==> src/rtl/usb_upload_framer_if.sv <==
// rtl/usb_upload_framer_if.sv - request, payload and upload-stream signals of the USB upload framer
interface usb_upload_framer_if;
    logic        start;
    logic        start_ready;
    logic [7:0]  cmd;
    logic [15:0] len;
    logic [7:0]  pl_data;
    logic        pl_valid;
    logic        pl_ready;
    logic [7:0]  usb_upload_data;
    logic        usb_upload_valid;
    logic        usb_upload_ready;
    logic        busy;
    logic        err_len;
    logic        err_underrun;

    modport slave (
        input  start, cmd, len, pl_data, pl_valid, usb_upload_ready,
        output start_ready, pl_ready, usb_upload_data, usb_upload_valid,
               busy, err_len, err_underrun
    );

    modport master (
        output start, cmd, len, pl_data, pl_valid, usb_upload_ready,
        input  start_ready, pl_ready, usb_upload_data, usb_upload_valid,
               busy, err_len, err_underrun
    );
endinterface

==> src/rtl/usb_upload_framer.sv <==
// rtl/usb_upload_framer.sv - frames AA 44 cmd len payload checksum onto the USB upload byte stream
module usb_upload_framer #(
    parameter logic [7:0]  HDR0    = 8'hAA,
    parameter logic [7:0]  HDR1    = 8'h44,
    parameter logic [15:0] MAX_LEN = 16'd4096,
    parameter logic [19:0] TIMEOUT = 20'd60000
) (
    input logic                 clk,
    input logic                 rst,
    usb_upload_framer_if.slave  frm_io
);
    localparam logic [2:0] S_IDLE = 3'd0;
    localparam logic [2:0] S_H0   = 3'd1;
    localparam logic [2:0] S_H1   = 3'd2;
    localparam logic [2:0] S_CMD  = 3'd3;
    localparam logic [2:0] S_LENH = 3'd4;
    localparam logic [2:0] S_LENL = 3'd5;
    localparam logic [2:0] S_PAY  = 3'd6;
    localparam logic [2:0] S_CSUM = 3'd7;

    logic [2:0]  state_q, state_d;
    logic [7:0]  cmd_q, cmd_d;
    logic [15:0] len_q, len_d;
    logic [15:0] rem_q, rem_d;
    logic [7:0]  csum_q, csum_d;
    logic [19:0] to_cnt_q, to_cnt_d;
    logic        padding_q, padding_d;
    logic [7:0]  data_q, data_d;
    logic        valid_q, valid_d;
    logic        err_len_q, err_len_d;
    logic        err_underrun_q, err_underrun_d;

    logic        out_free;
    logic        load;
    logic [7:0]  load_byte;
    logic [19:0] to_cnt_inc;

    assign out_free   = !valid_q || frm_io.usb_upload_ready;
    assign to_cnt_inc = to_cnt_q + 20'd1;

    always_comb begin
        state_d        = state_q;
        cmd_d          = cmd_q;
        len_d          = len_q;
        rem_d          = rem_q;
        csum_d         = csum_q;
        to_cnt_d       = to_cnt_q;
        padding_d      = padding_q;
        err_len_d      = 1'b0;
        err_underrun_d = 1'b0;
        load           = 1'b0;
        load_byte      = 8'h00;

        case (state_q)
            S_IDLE: begin
                if (frm_io.start) begin
                    if (frm_io.len > MAX_LEN) begin
                        err_len_d = 1'b1;
                    end else begin
                        cmd_d    = frm_io.cmd;
                        len_d    = frm_io.len;
                        rem_d    = frm_io.len;
                        csum_d   = 8'h00;
                        to_cnt_d = 20'd0;
                        // Loading HDR0 straight away lets a frame follow the previous checksum with no gap
                        if (out_free) begin
                            load      = 1'b1;
                            load_byte = HDR0;
                            state_d   = S_H1;
                        end else begin
                            state_d   = S_H0;
                        end
                    end
                end
            end
            S_H0: if (out_free) begin
                load = 1'b1; load_byte = HDR0; state_d = S_H1;
            end
            S_H1: if (out_free) begin
                load = 1'b1; load_byte = HDR1; state_d = S_CMD;
            end
            S_CMD: if (out_free) begin
                load = 1'b1; load_byte = cmd_q; csum_d = csum_q + cmd_q; state_d = S_LENH;
            end
            S_LENH: if (out_free) begin
                load = 1'b1; load_byte = len_q[15:8]; csum_d = csum_q + len_q[15:8]; state_d = S_LENL;
            end
            S_LENL: if (out_free) begin
                load      = 1'b1;
                load_byte = len_q[7:0];
                csum_d    = csum_q + len_q[7:0];
                state_d   = (len_q == 16'd0) ? S_CSUM : S_PAY;
            end
            S_PAY: if (out_free) begin
                if (padding_q || frm_io.pl_valid) begin
                    load      = 1'b1;
                    load_byte = padding_q ? 8'h00 : frm_io.pl_data;
                    csum_d    = csum_q + load_byte;
                    rem_d     = rem_q - 16'd1;
                    to_cnt_d  = 20'd0;
                    if (rem_q == 16'd1) state_d = S_CSUM;
                end else if (to_cnt_inc == TIMEOUT) begin
                    err_underrun_d = 1'b1;
                    padding_d      = 1'b1;
                    to_cnt_d       = 20'd0;
                end else begin
                    to_cnt_d = to_cnt_inc;
                end
            end
            S_CSUM: if (out_free) begin
                load = 1'b1; load_byte = csum_q; padding_d = 1'b0; state_d = S_IDLE;
            end
            default: state_d = S_IDLE;
        endcase

        data_d  = load ? load_byte : data_q;
        valid_d = load ? 1'b1 : (out_free ? 1'b0 : valid_q);
    end

    always_ff @(posedge clk) begin
        if (rst) begin
            state_q        <= S_IDLE;
            cmd_q          <= 8'h00;
            len_q          <= 16'd0;
            rem_q          <= 16'd0;
            csum_q         <= 8'h00;
            to_cnt_q       <= 20'd0;
            padding_q      <= 1'b0;
            data_q         <= 8'h00;
            valid_q        <= 1'b0;
            err_len_q      <= 1'b0;
            err_underrun_q <= 1'b0;
        end else begin
            state_q        <= state_d;
            cmd_q          <= cmd_d;
            len_q          <= len_d;
            rem_q          <= rem_d;
            csum_q         <= csum_d;
            to_cnt_q       <= to_cnt_d;
            padding_q      <= padding_d;
            data_q         <= data_d;
            valid_q        <= valid_d;
            err_len_q      <= err_len_d;
            err_underrun_q <= err_underrun_d;
        end
    end

    assign frm_io.start_ready      = (state_q == S_IDLE);
    assign frm_io.busy             = (state_q != S_IDLE);
    assign frm_io.pl_ready         = (state_q == S_PAY) && out_free && !padding_q;
    assign frm_io.usb_upload_data  = data_q;
    assign frm_io.usb_upload_valid = valid_q;
    assign frm_io.err_len          = err_len_q;
    assign frm_io.err_underrun     = err_underrun_q;
endmodule

==> src/flat_wrapper.sv <==
// flat-port wrapper written by rule: the top's interface ports become plain ports
module usb_upload_framer_flat 
#(
    parameter logic [7:0]  HDR0    = 8'hAA,
    parameter logic [7:0]  HDR1    = 8'h44,
    parameter logic [15:0] MAX_LEN = 16'd4096,
    parameter logic [19:0] TIMEOUT = 20'd60000
)
  (clk, rst, frm_io_start, frm_io_cmd, frm_io_len, frm_io_pl_data, frm_io_pl_valid, frm_io_usb_upload_ready, frm_io_start_ready, frm_io_pl_ready, frm_io_usb_upload_data, frm_io_usb_upload_valid, frm_io_busy, frm_io_err_len, frm_io_err_underrun);
  usb_upload_framer_if frm_io_i ();
  input logic clk;
  input logic rst;
  input wire logic [$bits(frm_io_i.start)-1:0] frm_io_start;
  input wire logic [$bits(frm_io_i.cmd)-1:0] frm_io_cmd;
  input wire logic [$bits(frm_io_i.len)-1:0] frm_io_len;
  input wire logic [$bits(frm_io_i.pl_data)-1:0] frm_io_pl_data;
  input wire logic [$bits(frm_io_i.pl_valid)-1:0] frm_io_pl_valid;
  input wire logic [$bits(frm_io_i.usb_upload_ready)-1:0] frm_io_usb_upload_ready;
  output wire logic [$bits(frm_io_i.start_ready)-1:0] frm_io_start_ready;
  output wire logic [$bits(frm_io_i.pl_ready)-1:0] frm_io_pl_ready;
  output wire logic [$bits(frm_io_i.usb_upload_data)-1:0] frm_io_usb_upload_data;
  output wire logic [$bits(frm_io_i.usb_upload_valid)-1:0] frm_io_usb_upload_valid;
  output wire logic [$bits(frm_io_i.busy)-1:0] frm_io_busy;
  output wire logic [$bits(frm_io_i.err_len)-1:0] frm_io_err_len;
  output wire logic [$bits(frm_io_i.err_underrun)-1:0] frm_io_err_underrun;
  assign frm_io_i.start = frm_io_start;
  assign frm_io_i.cmd = frm_io_cmd;
  assign frm_io_i.len = frm_io_len;
  assign frm_io_i.pl_data = frm_io_pl_data;
  assign frm_io_i.pl_valid = frm_io_pl_valid;
  assign frm_io_i.usb_upload_ready = frm_io_usb_upload_ready;
  assign frm_io_start_ready = frm_io_i.start_ready;
  assign frm_io_pl_ready = frm_io_i.pl_ready;
  assign frm_io_usb_upload_data = frm_io_i.usb_upload_data;
  assign frm_io_usb_upload_valid = frm_io_i.usb_upload_valid;
  assign frm_io_busy = frm_io_i.busy;
  assign frm_io_err_len = frm_io_i.err_len;
  assign frm_io_err_underrun = frm_io_i.err_underrun;
  usb_upload_framer #(.HDR0(HDR0), .HDR1(HDR1), .MAX_LEN(MAX_LEN), .TIMEOUT(TIMEOUT)) u_core (.clk(clk), .rst(rst), .frm_io(frm_io_i));
endmodule
==> config.mk <==
export PLATFORM = sky130hd
export DESIGN_NAME = usb_upload_framer_flat
export DESIGN_NICKNAME = d
export VERILOG_FILES = /design/src/rtl/usb_upload_framer_if.sv /design/src/rtl/usb_upload_framer.sv /design/src/flat_wrapper.sv
export SDC_FILE = /design/constraint.sdc
export NUM_CORES = 1
export LEC_CHECK = 0
export ABC_AREA = 0
export ABC_CLOCK_PERIOD_IN_PS = 3700
export CAP_MARGIN = 40
export CORE_MARGIN = 2
export CORE_UTILIZATION = 50
export DETAILED_ROUTE_END_ITERATION = 10
export PLACE_DENSITY = 0.72
export SLEW_MARGIN = 10
export SYNTH_ARGS = -nofsm -noshare
export SYNTH_HDL_FRONTEND = slang
export SYNTH_SLANG_ARGS = --single-unit
==> constraint.sdc <==
create_clock -name clk -period 3.7 [get_ports clk]
set_input_delay 0.74 -clock clk [delete_from_list [all_inputs] [get_ports clk]]
set_output_delay 0.74 -clock clk [all_outputs]
set_load 0.01 [all_outputs]
* Word-level counts from Yosys, hierarchy flattened *
Index checks and enable logic that the tools add are counted.

storage, ports and cells
  register bits = 83
  bits of input ports = 37
  logic and storage cells = 126

operators by class
  add/subtract/negate cells = 6
  magnitude comparators = 1
  equal/unequal tests = 22
  multiplexer cells = 59
  bitwise operators = 5
  reduce and logical (&&, ||, !) cells = 22

operator list
  operator                 count
  $mux W8                  17
  $mux W20                 5
  $mux W16                 4
  $pmux W8 S8              1
  $pmux W20 S2             1
  $pmux W8 S5              1
  $mux W3                  11
  $add A8 B8 Y8            4
  $pmux W16 S2             1
  $pmux W3 S8              1
  $add A20 B1 Y20 const B  1
  $eq A20 B16 Y1 const B   1
  $ne A2 B1 Y1 const B     10
  $eq A16 B1 Y1 const B    1
  $gt A16 B13 Y1 const B   1
  $logic_not A16 Y1        1
  $sub A16 B1 Y16 const B  1
  $mux W1                  13
  $eq A3 B3 Y1 const B     4
  $reduce_and A11 Y1       1
  $reduce_and A5 Y1        2
  $reduce_and A8 Y1        1
  $mux W7                  1
  $eq A3 B2 Y1 const B     2
  18 further kinds         29

* Depth between registers and ports, before layout *
Gate-level depths: netlist of run 1.

  depth after elaboration = 7
  depth in mapped cells = 15
  gate-level depth less buffers = 14

* Worst setup path before layout of run 1 *
No wires, ideal clock.

  path kind = register to register
  start point = register u_core.state_q[0]
  end point = register u_core.csum_q[7]
  arrival = 3120 ps
  slack = 459 ps
  cell stages (with the launch flop) = 14
  period minus slack after synthesis = 3241 ps
  cell sequence = dfxtp_1 buf_2 buf_1 mux2i_1 nor2_1 a221o_1 ha_1 a21o_1 a21oi_1 o21ai_0 a2111oi_0 nor3_1 mux2_2 mux2_2

on the way
  cells in the longest elaborated chain, start to end = 3
  elaborated cells between the ends (all ways) = 15
  those cells by class = 11 x eq/ne; 1 x mux; 3 x reduce/logical

ends and longest elaborated chain
  what                                                         RTL line                  text
  start, declared                                              usb_upload_framer.sv:21   logic [2:0] state_q, state_d;
  start signal, assigned                                       usb_upload_framer.sv:134  state_q <= state_d;
  $eq A3 B2 Y1 (tied with other cells)                         usb_upload_framer.sv:54   case (state_q)
  $reduce_bool A5 Y1 (no source line) (tied with other cells)  --
  $reduce_and A8 Y1 (no source line)                           --
  end signal, assigned                                         usb_upload_framer.sv:138  csum_q <= csum_d;
  end, declared                                                usb_upload_framer.sv:25   logic [7:0] csum_q, csum_d;

Parallel ways exist; a longest one is shown, timed or not.
A chain may end at the register's enable or synchronous reset.

* Worst setup path after layout of run 1 *
Ends and elaborated chain as after synthesis.

==> results_dict.tcl, run 1 <==
set metrics [dict create \
    fin_area_um2 5637 \
    dieWidth_um 102.5 \
    hold_violations 0 \
    cpPeakStageDelay_ns 0.63 \
    skew_ns 0.009690 \
    p_total_mw 1.742 \
    cp-start-kind "flop" \
    power.density_nw_per_um2 309.1 \
    ys_seq_area_share_pct 34.27 \
    reg2reg_to "u_core.csum_q[7]" \
    grt.met3_usage_pct 4.583 \
    period_needed_ns 3.374 \
    r2r_cells 12 \
    crit_buf_inv 1 \
    slew_headroom_pct 37.95 \
    cp_max_fo 12 \
    antenna_left 0 \
    final_util_pct 60.43 \
    synth_nets 667 \
    yosys.area.top_type "dfxtp_1" \
    r2r_slack_ns 0.33 \
    clkSinkCount 83 \
    fp.coreArea_um2 9328 \
    grtUsageMet1_pct 35.98 \
    clockRootBuffer "clkbuf_8" \
    initial_core_util_pct 51.98 \
    synth_area_um2 4848 \
    io_buffers 50 \
    leakagePower_nw 1.916 \
    cts_hold_buffers 0 \
    placed_area_um2 5435 \
    syn_area_per_cell_um2 7.845 \
    final.setup.tns_ns 0 \
    endpoint_kind "flop" \
    firstDrtPassIters 5 \
    drv_cap 0 \
    diodes 0 \
    grt_max_degree 33 \
    clk_path_buf_depth 2 \
    period_share_pct 91.18 \
    ctsResizeCount 0 \
    crit_end "u_core.csum_q[7]" \
    cts_max_level 3 \
    clock.fmax_mhz 296.4 \
    num_vias 4849 \
    grtUsageTotal_pct 26.11 \
    drt-initial-drc-count 391 \
    synth.distinct_cells 69 \
    vias_per_cell 6.154 \
    cts_tree "built" \
    numCtsBuffers 9 \
    fin_ws_ns 0.3264 \
    crit_family "compound AO/OA/AOI/OAI gates" \
    grt_antenna_before_repair 0 \
    tightestPinTransition_ns 0.9236 \
    synth_top_cell_area_share_pct 34.27 \
    drc 0 \
    dpl.hpwl_mm 9.722 \
    setup.worst_path.start "u_core.state_q[0]" \
    fillers 886 \
    setup_viol 0 \
    critPathRequiredTime_ns 3.95 \
    criticalPathCategory "flop to flop" \
    insertion_delay_ns 0.36 \
    dominantRegCellSynth "dfxtp_1" \
    ir_drop_mv 0.1710 \
    die-area_um2 10500 \
    cpMostUsedCell "mux2_2" \
    wire_per_inst_um 17.00 \
    crit_cells 12 \
    synth_edf_count 0 \
    yosys_warnings 0 \
    io_pins 51 \
    layout-drive-gt1-share_pct 8.801 \
    cp.arrival_ns 3.62 \
    synthCells 618 \
    synth_async_sr_flop_share_pct 0 \
    status "finished, final reports clean" \
    globalRouteOverflowTotal 0 \
    pre_cts_ws_ns 0.1871 \
    gp_congestion 0.9481 \
    hold_path.class "flop to flop" \
    die_h_um 102.5 \
    drv_slew 0 \
    r2r-start "u_core.state_q[0]" \
    cp_slowest_cell "dfxtp_1" \
    totalWireLength_mm 13.39 \
    grt_busiest_layer "met2" \
    fin_nets 703 \
    synth_seq_cells 83 \
    rows 35 \
    clk_pin_slew_worst_paths_ns 0.09 \
    path_cells "nand3b_1 > nor2_1 > buf_4 > a221o_1 > ha_1 > a21o_1 > a21oi_1 > o21ai_0 > a2111oi_0 > nor3_1 > mux2_2 > mux2_2" \
    met2_usage_pct 43.04 \
    grt_first_pass_wirelength_mm 21.87 \
    cts_setup_buffers 0 \
    rsz0062_at_grt "no" \
    grt_pass1_vias 4550 \
    synthTopCellsByArea "dfxtp_1 (34%), a21oi_1 (6.4%), nand2_1 (5.9%)" \
    area_growth_pct 16.26 \
]
==> worst min-delay path, cell delays in order, from the launching register on <==
cell and delay (ns):
dfxtp_1 0.33, nand2_1 0.06, a21oi_1 0.05
==> report_power, final <==
group	internal, mW	switching (mW)
Clock	0.331	0.348
Sequential	0.903	0.0118
Combinational	0.0707	0.0775
Total	1.30	0.438
==> through the flow <==
step	hold slack [ns]	cells
after floorplan	0.4439	618
after global placement	0.4588	772
after detailed placement	0.4627	772
after CTS	0.4749	788
after global routing	0.5044	788
final	0.4780	788
==> cell type report <==
class / instances / area (µm²) / share of cell area (%)
clock buffers: 10 / 137.6 / 2.442
clock inverters: 6 / 63.81 / 1.132
inverters: 17 / 63.81 / 1.132
multi-input cells: 479 / 2948 / 52.30
flip-flops and latches: 83 / 1662 / 29.48
well taps: 129 / 161.4 / 2.863
repair buffers: 64 / 600.6 / 10.65
==> cell families (layout without fill, tap and decap cells) <==
| logic type | count (synthesis) | after routing | share of synthesized area, % |
|---|---|---|---|
| and+or+nand+nor | 256 | 256 | 26.99 |
| AOI/OAI and AO/OA | 176 | 176 | 23.38 |
| DFF | 83 | 83 | 34.27 |
| buffers and inverters | 56 | 97 | 5.032 |
| muxes | 20 | 20 | 4.361 |
| xor gates and xnor gates | 15 | 15 | 2.710 |
| adders and majority gates | 12 | 12 | 3.252 |
==> placed cells by master (no fill, tap or decap), types with 3 or more instances in the layout <==
| cell type | n |
|---|---|
| a221o_1 | 7 |
| or3_1 | 8 |
| clkbuf_8 | 10 |
| dfxtp_1 | 83 |
| clkdlybuf4s50_1 | 49 |
| a22oi_1 | 14 |
| mux2_2 | 9 |
| ha_1 | 11 |
| mux2i_1 | 11 |
| nand3b_1 | 6 |
| xnor2_1 | 12 |
| nand4_1 | 10 |
| nor3b_1 | 5 |
| nor2_1 | 71 |
| a31oi_1 | 7 |
| nand3_1 | 13 |
| nand2_1 | 76 |
| a21oi_1 | 62 |
| and3_1 | 4 |
| and2_1 | 3 |
| a311oi_1 | 3 |
| xor2_1 | 3 |
| nor4_1 | 10 |
| or4_1 | 6 |
| buf_4 | 14 |
| o211ai_1 | 3 |
| o21ai_0 | 38 |
| nor2b_1 | 3 |
| nor3_1 | 21 |
| inv_1 | 17 |
| a32oi_1 | 3 |
| a211oi_1 | 5 |
| a221oi_1 | 12 |
==> layer usage <==
metal / up-vias / part of all wire, %
li1: 2338 / -
met1: 2294 / 45
met2: 204 / 48
met3: 13 / 6.7
met4: 0 / 0.85
met5: - / 0
==> how the worst min path moves through the flow <==
stage                    startpoint              end  slack, ns  depth (start not counted)
global route        u_core.cmd_q[5]  u_core.cmd_q[5]       0.50                          2
CTS                 u_core.len_q[4]  u_core.len_q[4]       0.47                          2
floorplan           u_core.len_q[3]  u_core.len_q[3]       0.44                          2
detailed placement  u_core.len_q[4]  u_core.len_q[4]       0.46                          2
global placement    u_core.len_q[4]  u_core.len_q[4]       0.46                          2
finish              u_core.len_q[4]  u_core.len_q[4]       0.48                          2
==> cell usage after synthesis, types with 7 or more instances <==
| cell type | number |
|---|---|
| a21oi_1 | 62 |
| a221o_1 | 7 |
| a221oi_1 | 12 |
| a22oi_1 | 14 |
| a31oi_1 | 7 |
| buf_2 | 14 |
| clkbuf_1 | 20 |
| dfxtp_1 | 83 |
| ha_1 | 11 |
| inv_1 | 17 |
| mux2_2 | 9 |
| mux2i_1 | 11 |
| nand2_1 | 76 |
| nand3_1 | 13 |
| nand4_1 | 10 |
| nor2_1 | 71 |
| nor3_1 | 21 |
| nor4_1 | 10 |
| o21ai_0 | 38 |
| or3_1 | 8 |
| xnor2_1 | 12 |
==> state kept, by name, indices dropped and copies added, names as in the netlist <==
signal / count
u_core.cmd_q: 8
u_core.padding_q: 1
u_core.frm_io.usb_upload_valid: 1
u_core.rem_q: 16
u_core.csum_q: 8
u_core.state_q: 3
u_core.frm_io.err_len: 1
u_core.len_q: 16
u_core.frm_io.usb_upload_data: 8
u_core.frm_io.err_underrun: 1
u_core.to_cnt_q: 20
(Power assumes the default switching activity.)
==> run 2, diff against run 1 <==
--- a/config.mk
+++ b/config.mk
@@ -8,6 +8,7 @@
 export ABC_AREA = 0
 export ABC_CLOCK_PERIOD_IN_PS = 3700
 export CAP_MARGIN = 40
+export CORE_ASPECT_RATIO = 0.75
 export CORE_MARGIN = 2
 export CORE_UTILIZATION = 50
 export DETAILED_ROUTE_END_ITERATION = 10
==> results_dict.tcl, run 2 (same netlist as run 1, synthesis figures left out) <==
set metrics [dict create \
    status "finished, final reports clean" \
    dpl.hpwl_mm 9.900 \
    slew_headroom_pct 48.40 \
    drt-initial-drc-count 409 \
    layout-drive-gt1-share_pct 8.939 \
    clockRootBuffer "clkbuf_16" \
    ctsResizeCount 0 \
    fp.coreArea_um2 9542 \
    final_common_cell "dfxtp_1" \
    cp.arrival_ns 3.66 \
    area_growth_pct 18.63 \
    largest_reg_flops 20 \
    reg_top3 "u_core.to_cnt_q: 20 flops, u_core.len_q: 16 flops, u_core.rem_q: 16 flops" \
    multi_input_area_um2 2948 \
    clkSinkCount 83 \
    fin_ws_ns 0.2752 \
    critPathRequiredTime_ns 3.93 \
    max_flop_register "u_core.to_cnt_q" \
    totalWireLength_mm 13.77 \
    gp_congestion 0.9328 \
    grt_antenna_before_repair 0 \
    cts_setup_buffers 0 \
    insertion_delay_ns 0.35 \
    rsz0062_at_grt "no" \
    cts_max_level 3 \
    drc 0 \
    criticalPathCategory "flop to flop" \
    endpoint_kind "flop" \
    ir_drop_mv 0.2096 \
    drv_slew 0 \
    cp-start-kind "flop" \
    num_vias 4888 \
    clock.fmax_mhz 292.0 \
    register_area_um2 1662 \
    globalRouteOverflowTotal 0 \
    grtUsageTotal_pct 26.72 \
    vias_per_cell 6.172 \
    wire_per_inst_um 17.39 \
    firstDrtPassIters 5 \
    final_util_pct 60.28 \
    rows 31 \
    met2_usage_pct 41.86 \
    cp_max_fo 9 \
    hold_violations 0 \
    period_share_pct 92.56 \
    antenna_left 0 \
    period_needed_ns 3.425 \
    diodes 0 \
    io_buffers 50 \
    crit_family "compound AO/OA/AOI/OAI gates" \
    initial_core_util_pct 50.81 \
    setup_viol 0 \
    dieWidth_um 117.7 \
    drv_cap 0 \
    crit_buf_inv 0 \
    grtUsageMet1_pct 37.83 \
    tightestPinTransition_ns 0.7670 \
    io_pins 51 \
    cp_slowest_cell "nor2_1" \
    skew_ns 0.006501 \
    clk_pin_slew_worst_paths_ns 0.07 \
    grt.met3_usage_pct 5.293 \
    die_h_um 89.28 \
    leakagePower_nw 1.969 \
    grt_pass1_vias 4415 \
    numCtsBuffers 9 \
    clk_path_buf_depth 2 \
    cts_hold_buffers 0 \
    hold_path.class "flop to flop" \
    grt_busiest_layer "met2" \
    grt_max_degree 37 \
    fillers 865 \
    cts_tree "built" \
    fin_nets 704 \
    path_cells "nand3b_1 > nor2_1 > a221o_1 > ha_1 > a21o_1 > a21oi_1 > o21ai_0 > a2111oi_0 > nor3_1 > mux2_2 > mux2_2" \
    final.setup.tns_ns 0 \
    grt_first_pass_wirelength_mm 22.56 \
    power.density_nw_per_um2 347.6 \
    layout_common_cells "dfxtp_1 (83), nand2_1 (76), nor2_1 (71), a21oi_1 (62), clkdlybuf4s50_1 (49)" \
    cpMostUsedCell "mux2_2" \
    cpPeakStageDelay_ns 0.60 \
    r2r_slack_ns 0.28 \
    pre_cts_ws_ns 0.1688 \
    die-area_um2 10510 \
]
## run 2: cell types whose count changed in the layout (fill, tap and decap cells not counted), sizes merged
cell,delta
clkinv,-1
buf,+1
inv,+2
clkbuf,-1
## run 2: where the power goes
| group | internal (mW) | leakage (nW) | total (mW) | switching (mW) |
|---|---|---|---|---|
| registers | 0.904 | 0.670 | 0.916 | 0.0118 |
| clock network | 0.534 | 0.145 | 0.936 | 0.402 |
| logic | 0.0706 | 1.15 | 0.148 | 0.0773 |
| total | 1.51 | 1.97 | 2.00 | 0.491 |
## run 2: stage by stage
| step | hold slack (ns) | std cells | total power [mW] | cell area [µm²] |
|---|---|---|---|---|
| after global placement | 0.4590 | 775 | 1.080 | 5439 |
| final | 0.4744 | 792 | 1.999 | 5752 |
| after floorplan | 0.4439 | 618 | 1.006 | 4848 |
| after CTS | 0.4749 | 792 | 2.011 | 5752 |
| after global routing | 0.5002 | 792 | 2.064 | 5752 |
| after detailed placement | 0.4661 | 776 | 1.082 | 5444 |
## run 2: cell type report
type                            instances  area share (%)
Clock inverter                          7           1.436
Sequential cell                        83           28.89
Clock buffer                            9           3.916
Inverter                               17           1.109
Multi-Input combinational cell        479           51.25
Tap cell                              132           2.871
Timing Repair Buffer                   65           10.53
## run 2: path summary, 6_finish.rpt
kind	cells past startpoint	from	to
worst max-delay path	11	u_core.state_q[1]	u_core.csum_q[7]
worst min-delay path	2	u_core.cmd_q[0]	u_core.cmd_q[0]
worst max register to register	11	u_core.state_q[1]	u_core.csum_q[7]
worst min register to register	2	u_core.cmd_q[0]	u_core.cmd_q[0]
## run 2: per-layer routing
metal | vias to the layer above | wire (µm)
li1 | 2343 | -
met1 | 2317 | 6241
met2 | 209 | 6190
met3 | 19 | 1161
met4 | 0 | 178
met5 | - | 0
## run 2: tightest hold or removal path, stage by stage, from the launching register on
cell and delay [ns]:
dfxtp_1 0.32, nand2_1 0.05, a21oi_1 0.05
